<file path="src/rtl/aes_stream_pkg.sv">
// Shared types and sizes for the byte-serial AES-128 stream wrapper.
package aes_stream_pkg;

  localparam int unsigned BLOCK_BYTES = 16;
  localparam int unsigned BYTE_CNT_W  = 4;
  localparam int unsigned LAT_CNT_W   = 8;
  localparam int unsigned BYTE_W      = 8;
  localparam int unsigned BLOCK_W     = BLOCK_BYTES * BYTE_W;

  typedef enum logic [1:0] {
    ST_FILL  = 2'd0,
    ST_WAIT  = 2'd1,
    ST_DRAIN = 2'd2
  } state_t;

  // True when a byte counter is on the final byte of a block.
  function automatic logic is_last_byte(input logic [BYTE_CNT_W-1:0] cnt);
    return cnt == BYTE_CNT_W'(BLOCK_BYTES - 1);
  endfunction

endpackage

</file>
<file path="src/rtl/aes_byte_shreg.sv">
// 128-bit block register with synchronous clear, parallel load and byte-wide left shift.
module aes_byte_shreg
  import aes_stream_pkg::*;
(
  input  logic               clk,
  input  logic               clr,
  input  logic               load,
  input  logic [BLOCK_W-1:0] load_data,
  input  logic               shift,
  input  logic [BYTE_W-1:0]  shift_in,
  output logic [BLOCK_W-1:0] q
);

  // Clear wins over load, load wins over shift.
  always_ff @(posedge clk) begin
    if (clr) begin
      q <= '0;
    end else if (load) begin
      q <= load_data;
    end else if (shift) begin
      q <= {q[BLOCK_W-BYTE_W-1:0], shift_in};
    end
  end

endmodule

</file>
<file path="src/rtl/aes_byte_stream_if.sv">
// Byte-serial front/back end for an AES-128 core: assembles 16 plaintext bytes,
// waits out the core latency, then streams the 16 ciphertext bytes.
module aes_byte_stream_if
  import aes_stream_pkg::*;
#(
  parameter int unsigned CORE_LATENCY = 10
) (
  input  logic               clk,
  input  logic               rst_n,
  input  logic [BLOCK_W-1:0] key_in,
  input  logic               key_we,
  input  logic [BYTE_W-1:0]  s_data,
  input  logic               s_valid,
  output logic               s_ready,
  output logic [BLOCK_W-1:0] aes_pt,
  output logic [BLOCK_W-1:0] aes_key,
  input  logic [BLOCK_W-1:0] aes_ct,
  output logic [BYTE_W-1:0]  m_data,
  output logic               m_valid,
  input  logic               m_ready,
  output logic               busy
);

  state_t                 state;
  state_t                 state_next;
  logic [BYTE_CNT_W-1:0]  in_cnt;
  logic [BYTE_CNT_W-1:0]  out_cnt;
  logic [LAT_CNT_W-1:0]   lat_cnt;
  logic [BLOCK_W-1:0]     key_reg;
  logic [BLOCK_W-1:0]     pt_q;
  logic [BLOCK_W-1:0]     ct_q;
  logic                   s_fire;
  logic                   m_fire;
  logic                   pt_shift;
  logic                   ct_load;
  logic                   ct_shift;
  logic                   lat_load;
  logic                   unused_ct_tail;

  assign s_fire = s_valid & s_ready;
  assign m_fire = m_valid & m_ready;

  always_ff @(posedge clk) begin
    if (!rst_n) begin
      state <= ST_FILL;
    end else begin
      state <= state_next;
    end
  end

  always_comb begin
    state_next = state;
    pt_shift   = 1'b0;
    ct_load    = 1'b0;
    ct_shift   = 1'b0;
    lat_load   = 1'b0;
    case (state)
      ST_FILL: begin
        if (s_fire) begin
          pt_shift = 1'b1;
          if (is_last_byte(in_cnt)) begin
            lat_load   = 1'b1;
            state_next = ST_WAIT;
          end
        end
      end
      ST_WAIT: begin
        // Capture on the last latency cycle; <= keeps a zero count from hanging.
        if (lat_cnt <= LAT_CNT_W'(1)) begin
          ct_load    = 1'b1;
          state_next = ST_DRAIN;
        end
      end
      ST_DRAIN: begin
        if (m_fire) begin
          ct_shift = 1'b1;
          if (is_last_byte(out_cnt)) begin
            state_next = ST_FILL;
          end
        end
      end
      default: state_next = ST_FILL;
    endcase
  end

  // Counters, key register and handshake flags registered from the next state.
  always_ff @(posedge clk) begin
    if (!rst_n) begin
      in_cnt  <= '0;
      out_cnt <= '0;
      lat_cnt <= '0;
      key_reg <= '0;
      s_ready <= 1'b0;
      m_valid <= 1'b0;
      busy    <= 1'b0;
    end else begin
      if (pt_shift) begin
        in_cnt <= in_cnt + BYTE_CNT_W'(1);
      end
      if (ct_shift) begin
        out_cnt <= out_cnt + BYTE_CNT_W'(1);
      end
      if (lat_load) begin
        lat_cnt <= LAT_CNT_W'(CORE_LATENCY);
      end else if ((state == ST_WAIT) && (lat_cnt != '0)) begin
        lat_cnt <= lat_cnt - LAT_CNT_W'(1);
      end
      // Key may only change between blocks, never under one in flight.
      if (key_we && (state == ST_FILL) && (in_cnt == '0)) begin
        key_reg <= key_in;
      end
      s_ready <= (state_next == ST_FILL);
      m_valid <= (state_next == ST_DRAIN);
      busy    <= (state_next != ST_FILL);
    end
  end

  aes_byte_shreg u_pt_reg (
    .clk       (clk),
    .clr       (~rst_n),
    .load      (1'b0),
    .load_data ('0),
    .shift     (pt_shift),
    .shift_in  (s_data),
    .q         (pt_q)
  );

  aes_byte_shreg u_ct_reg (
    .clk       (clk),
    .clr       (~rst_n),
    .load      (ct_load),
    .load_data (aes_ct),
    .shift     (ct_shift),
    .shift_in  ('0),
    .q         (ct_q)
  );

  assign aes_pt         = pt_q;
  assign aes_key        = key_reg;
  assign m_data         = ct_q[BLOCK_W-1 -: BYTE_W];
  assign unused_ct_tail = ^ct_q[BLOCK_W-BYTE_W-1:0];

endmodule

</file>
<file path="config.mk">
export PLATFORM = sky130hd
export DESIGN_NAME = aes_byte_stream_if
export DESIGN_NICKNAME = d
export VERILOG_FILES = /design/src/rtl/aes_stream_pkg.sv /design/src/rtl/aes_byte_shreg.sv /design/src/rtl/aes_byte_stream_if.sv
export SDC_FILE = /design/constraint.sdc
export NUM_CORES = 1
export LEC_CHECK = 0
export ABC_AREA = 1
export BUFFER_PORTS_ARGS = -buffer_cell sky130_fd_sc_hd__buf_2
export CAP_MARGIN = 20
export CORE_MARGIN = 5
export CORE_UTILIZATION = 30
export CTS_BUF_LIST = sky130_fd_sc_hd__clkbuf_4 sky130_fd_sc_hd__clkbuf_8
export DETAILED_ROUTE_END_ITERATION = 10
export REMOVE_ABC_BUFFERS = 1
export SLEW_MARGIN = 10
export SYNTH_ARGS = -nofsm -noshare
export SYNTH_HDL_FRONTEND = slang
export SYNTH_SLANG_ARGS = --single-unit
</file>
<file path="constraint.sdc">
create_clock -name clk -period 1.6 [get_ports clk]
set_input_delay 0.32 -clock clk [delete_from_list [all_inputs] [get_ports clk]]
set_output_delay 0.32 -clock clk [all_outputs]
set_load 0.02 [all_outputs]
</file>
==> flow_metrics.py <==
metrics = {
    "run_status": {
        "status": "finished, violations left",
        "violations": "negative setup slack",
    },
    "power_and_ir_drop": {
        "p_sw_share_pct": 27.60,
        "power_density_nw_per_um2": 994.8,
        "ir_worst_vdd_mv": 0.5063,
        "p_seq_share_pct": 44.2,
        "netSwitchingPower_w": 0.006828,
        "total_power_w": 0.02474,
        "leakagePower_nw": 11.02,
        "pwr-share-clk_pct": 41.0,
        "comb_power_share_pct": 14.8,
        "p_int_w": 0.01791,
    },
    "critical_path": {
        "r2r-end": "u_ct_reg.q[78]",
        "path_max_fanout": 8,
        "cp-end-kind": "flip-flop",
        "crit_path_start_kind": "flip-flop",
        "cp_common_cell": "nor2_4",
        "critPathSlowestCell": "dfxtp_2",
        "critical-path-max-stage-delay_ns": 0.36,
        "crit_chain": "inv_4 -> ha_4 -> nor2_4 -> nor2_4 -> nand3_4 -> buf_6 -> clkbuf_16 -> buf_16 -> nor2_1 -> nor3_1",
        "crit_type": "flip-flop to flip-flop",
        "r2r.worst_path.cells": 10,
        "ff2ff_setup_slack_ns": -0.06,
        "cp_data_required_time_ns": 2.17,
        "cp_data_arrival_time_ns": 2.23,
        "reg2reg_from": "lat_cnt[1]",
    },
    "synth": {
        "yosysWarnings": 0,
        "synth-seq-cells": 405,
        "synth_cells": 2167,
        "synth_area_um2": 15820,
        "syn_area_per_cell_um2": 7.302,
        "synth-seq-area-share_pct": 51.24,
        "synth_cell_types": 28,
    },
    "timing": {
        "final.setup_skew_ns": 0.04310,
        "tightest_slew_ns": 0.3723,
        "max_freq_mhz": 603.1,
        "period_needed_ns": 1.658,
        "tns_ns": -0.9416,
        "finalCritPeriodShare_pct": 103.6,
        "finalHoldViolations": 0,
        "drv_slew": 0,
        "setup_viol": 51,
        "rsz0062_at_grt": "true",
        "slew_headroom_pct": 75.18,
        "setup_ws_ns": -0.05813,
        "fin_hold_ws_ns": 0.06931,
    },
    "die": {
        "fp-row-count": 84,
        "die_area_um2": 57430,
        "core_area_um2": 52450,
        "die_h_um": 239.7,
        "initial_utilization_pct": 30.17,
        "ios": 536,
        "die_w_um": 239.7,
    },
    "placement": {
        "dpl.cell_count": 3308,
        "gp_congestion": 0.8793,
        "placed_area_um2": 19570,
        "portBuffers": 535,
        "dpl.hpwl_mm": 35.85,
    },
    "routing": {
        "via_count": 17070,
        "vias_per_cell": 4.594,
        "drc": 0,
        "wirelength_mm": 57.86,
        "firstDrtPassIters": 5,
        "wire_per_inst_um": 15.57,
        "ant_nets": 0,
        "dr.first_iter.drc_count": 1063,
    },
    "final_layout": {
        "final_area_um2": 24870,
        "drive_gt1_share_pct": 29.88,
        "final_nets": 3255,
        "final_cells": 3716,
        "area_growth_pct": 57.17,
        "fill_cells": 4922,
    },
    "clock_tree": {
        "ctsRootBufferMaster": "clkbuf_8",
        "clockBufferDepth": 3,
        "cts_tree": "yes",
        "clock-sinks": 405,
        "cts_made_buffers": 74,
        "h-tree-depth": 3,
        "clk_latency_ns": 0.65,
        "clk_pin_slew_worst_paths_ns": 0.06,
    },
    "global_route": {
        "grt_start_max_net_pins": 91,
        "grt_pass1_vias": 16464,
        "track_usage_pct": 18.20,
        "grt-ovfl-total": 0,
        "antenna_found_initial": 4,
        "grt_pass1_wl_mm": 85.69,
    },
    "min_path": {
        "holdCritStartpoint": "key_in[59]",
        "min_path_type": "primary input to flip-flop",
        "min_path_cells": 3,
        "min_to": "aes_key[59]",
    },
    "flow_run": {
        "maxCapViolCount": 0,
    },
}
-- synth_stat cells, drive strengths merged --
cell    count  area (um2)
xnor2       1       8.760
nor3       58       300.3
clkbuf     99       375.4
nand4       2       18.77
buf        63       352.8
nor2      528        1982
ha          6       75.07
xor2        2       17.52
inv       211       792.0
a21oi     148       770.7
nand3      25       130.1
o211ai      1       7.510
nor4        1       6.260
o21ai     431        2157
dfxtp     405        8108
nand2     185       714.4
a31oi       1       6.260
-- critical path: cells and delay by family (launching register included) --
| family | cells | cell delay (ns) |
|---|---|---|
| flip-flops | 1 | 0.36 |
| adder cells (fa/ha/maj) | 1 | 0.16 |
| AND/OR/NAND/NOR | 5 | 0.53 |
| buffers and inverters | 4 | 0.52 |
-- cell families after synthesis --
family | count (synthesis) | synth area share, %
adders and majority gates | 6 | 0.4744
AOI/OAI and AO/OA | 581 | 18.59
buffers and inverters | 373 | 9.608
DFF | 405 | 51.24
and+or+nand+nor | 799 | 19.92
xor gates and xnor gates | 3 | 0.1661
-- through the flow --
stage	utilization (%)	worst slack, ns
global placement	37.31	-0.04548
global route	47.40	-0.1277
detailed placement	37.31	-0.1068
finish	47.42	-0.05813
floorplan	-	-4.972
CTS	45.88	-0.007633
-- registers in the layout (all words and copies together), names as in the netlist, 2 cells and up --
signal and cells:
u_pt_reg.q 128, aes_key 128, out_cnt 4, lat_cnt 8, u_ct_reg.q 128, in_cnt 4
state 2
-- power groups by stage --
stage	clock network [W]	logic [W]	registers [W]
6_report	0.0101	0.00366	0.0109
5_1_grt	0.0109	0.00395	0.0110
4_1_cts	0.0105	0.00357	0.0109
3_5_place_dp	0	0.00302	0.0111
3_3_place_gp	0	0.00300	0.0111
2_1_floorplan	0	0.000866	0.0118
-- what timing repair did --
item	CTS	global route
endpoints found under the hold margin	258	1
gates resized for setup	78	165
cloned	5	14
setup endpoints to repair	144	193
hold buffers	258	1
pin swaps	7	18
buffers inserted	6	2
-- layout by cell type, fill, tap and decap left out, drive strengths merged --
master	instances
buf	628
diode	6
nand4	2
o21ai	431
xnor2	1
clkinvlp	1
o211ai	1
nor4	1
nor2	528
dlygate4sd3	259
nor3	58
nand2	185
clkinv	12
inv	214
clkbuf	111
ha	6
a21oi	148
nand3	25
bufinv	3
a31oi	1
xor2	2
dfxtp	405
-- per-layer routing --
layer  wire, um  up-vias  track usage [%]
met2      28620      644            31.18
met1      22150     7711            20.63
met5         13        -                0
met4       2790        2            10.77
met3       4290      181            4.329
li1           -     8532                -
-- how the worst max path moves through the flow --
stage / start / to
6_report: lat_cnt[1] / u_ct_reg.q[78]
5_1_grt: lat_cnt[0] / u_ct_reg.q[73]
4_1_cts: lat_cnt[0] / u_ct_reg.q[119]
3_5_place_dp: lat_cnt[1] / u_ct_reg.q[110]
3_3_place_gp: lat_cnt[0] / u_ct_reg.q[38]
2_1_floorplan: in_cnt[0] / aes_key[0]
-- final cells by class --
| type | count | area [um2] | share of cell area (%) |
|---|---|---|---|
| sequential | 405 | 8119 | 32.65 |
| clock inverter | 18 | 221.5 | 0.8905 |
| timing repair inverter | 1 | 8.758 | 0.03522 |
| timing repair buffer | 898 | 6797 | 27.33 |
| multi-input combinational | 1389 | 6753 | 27.15 |
| inverter | 211 | 812.0 | 3.265 |
| tap | 688 | 860.8 | 3.461 |
| clock buffer | 100 | 1282 | 5.157 |
| antenna | 6 | 15.01 | 0.06037 |
Note: power is estimated with default switching activity, not from simulation.
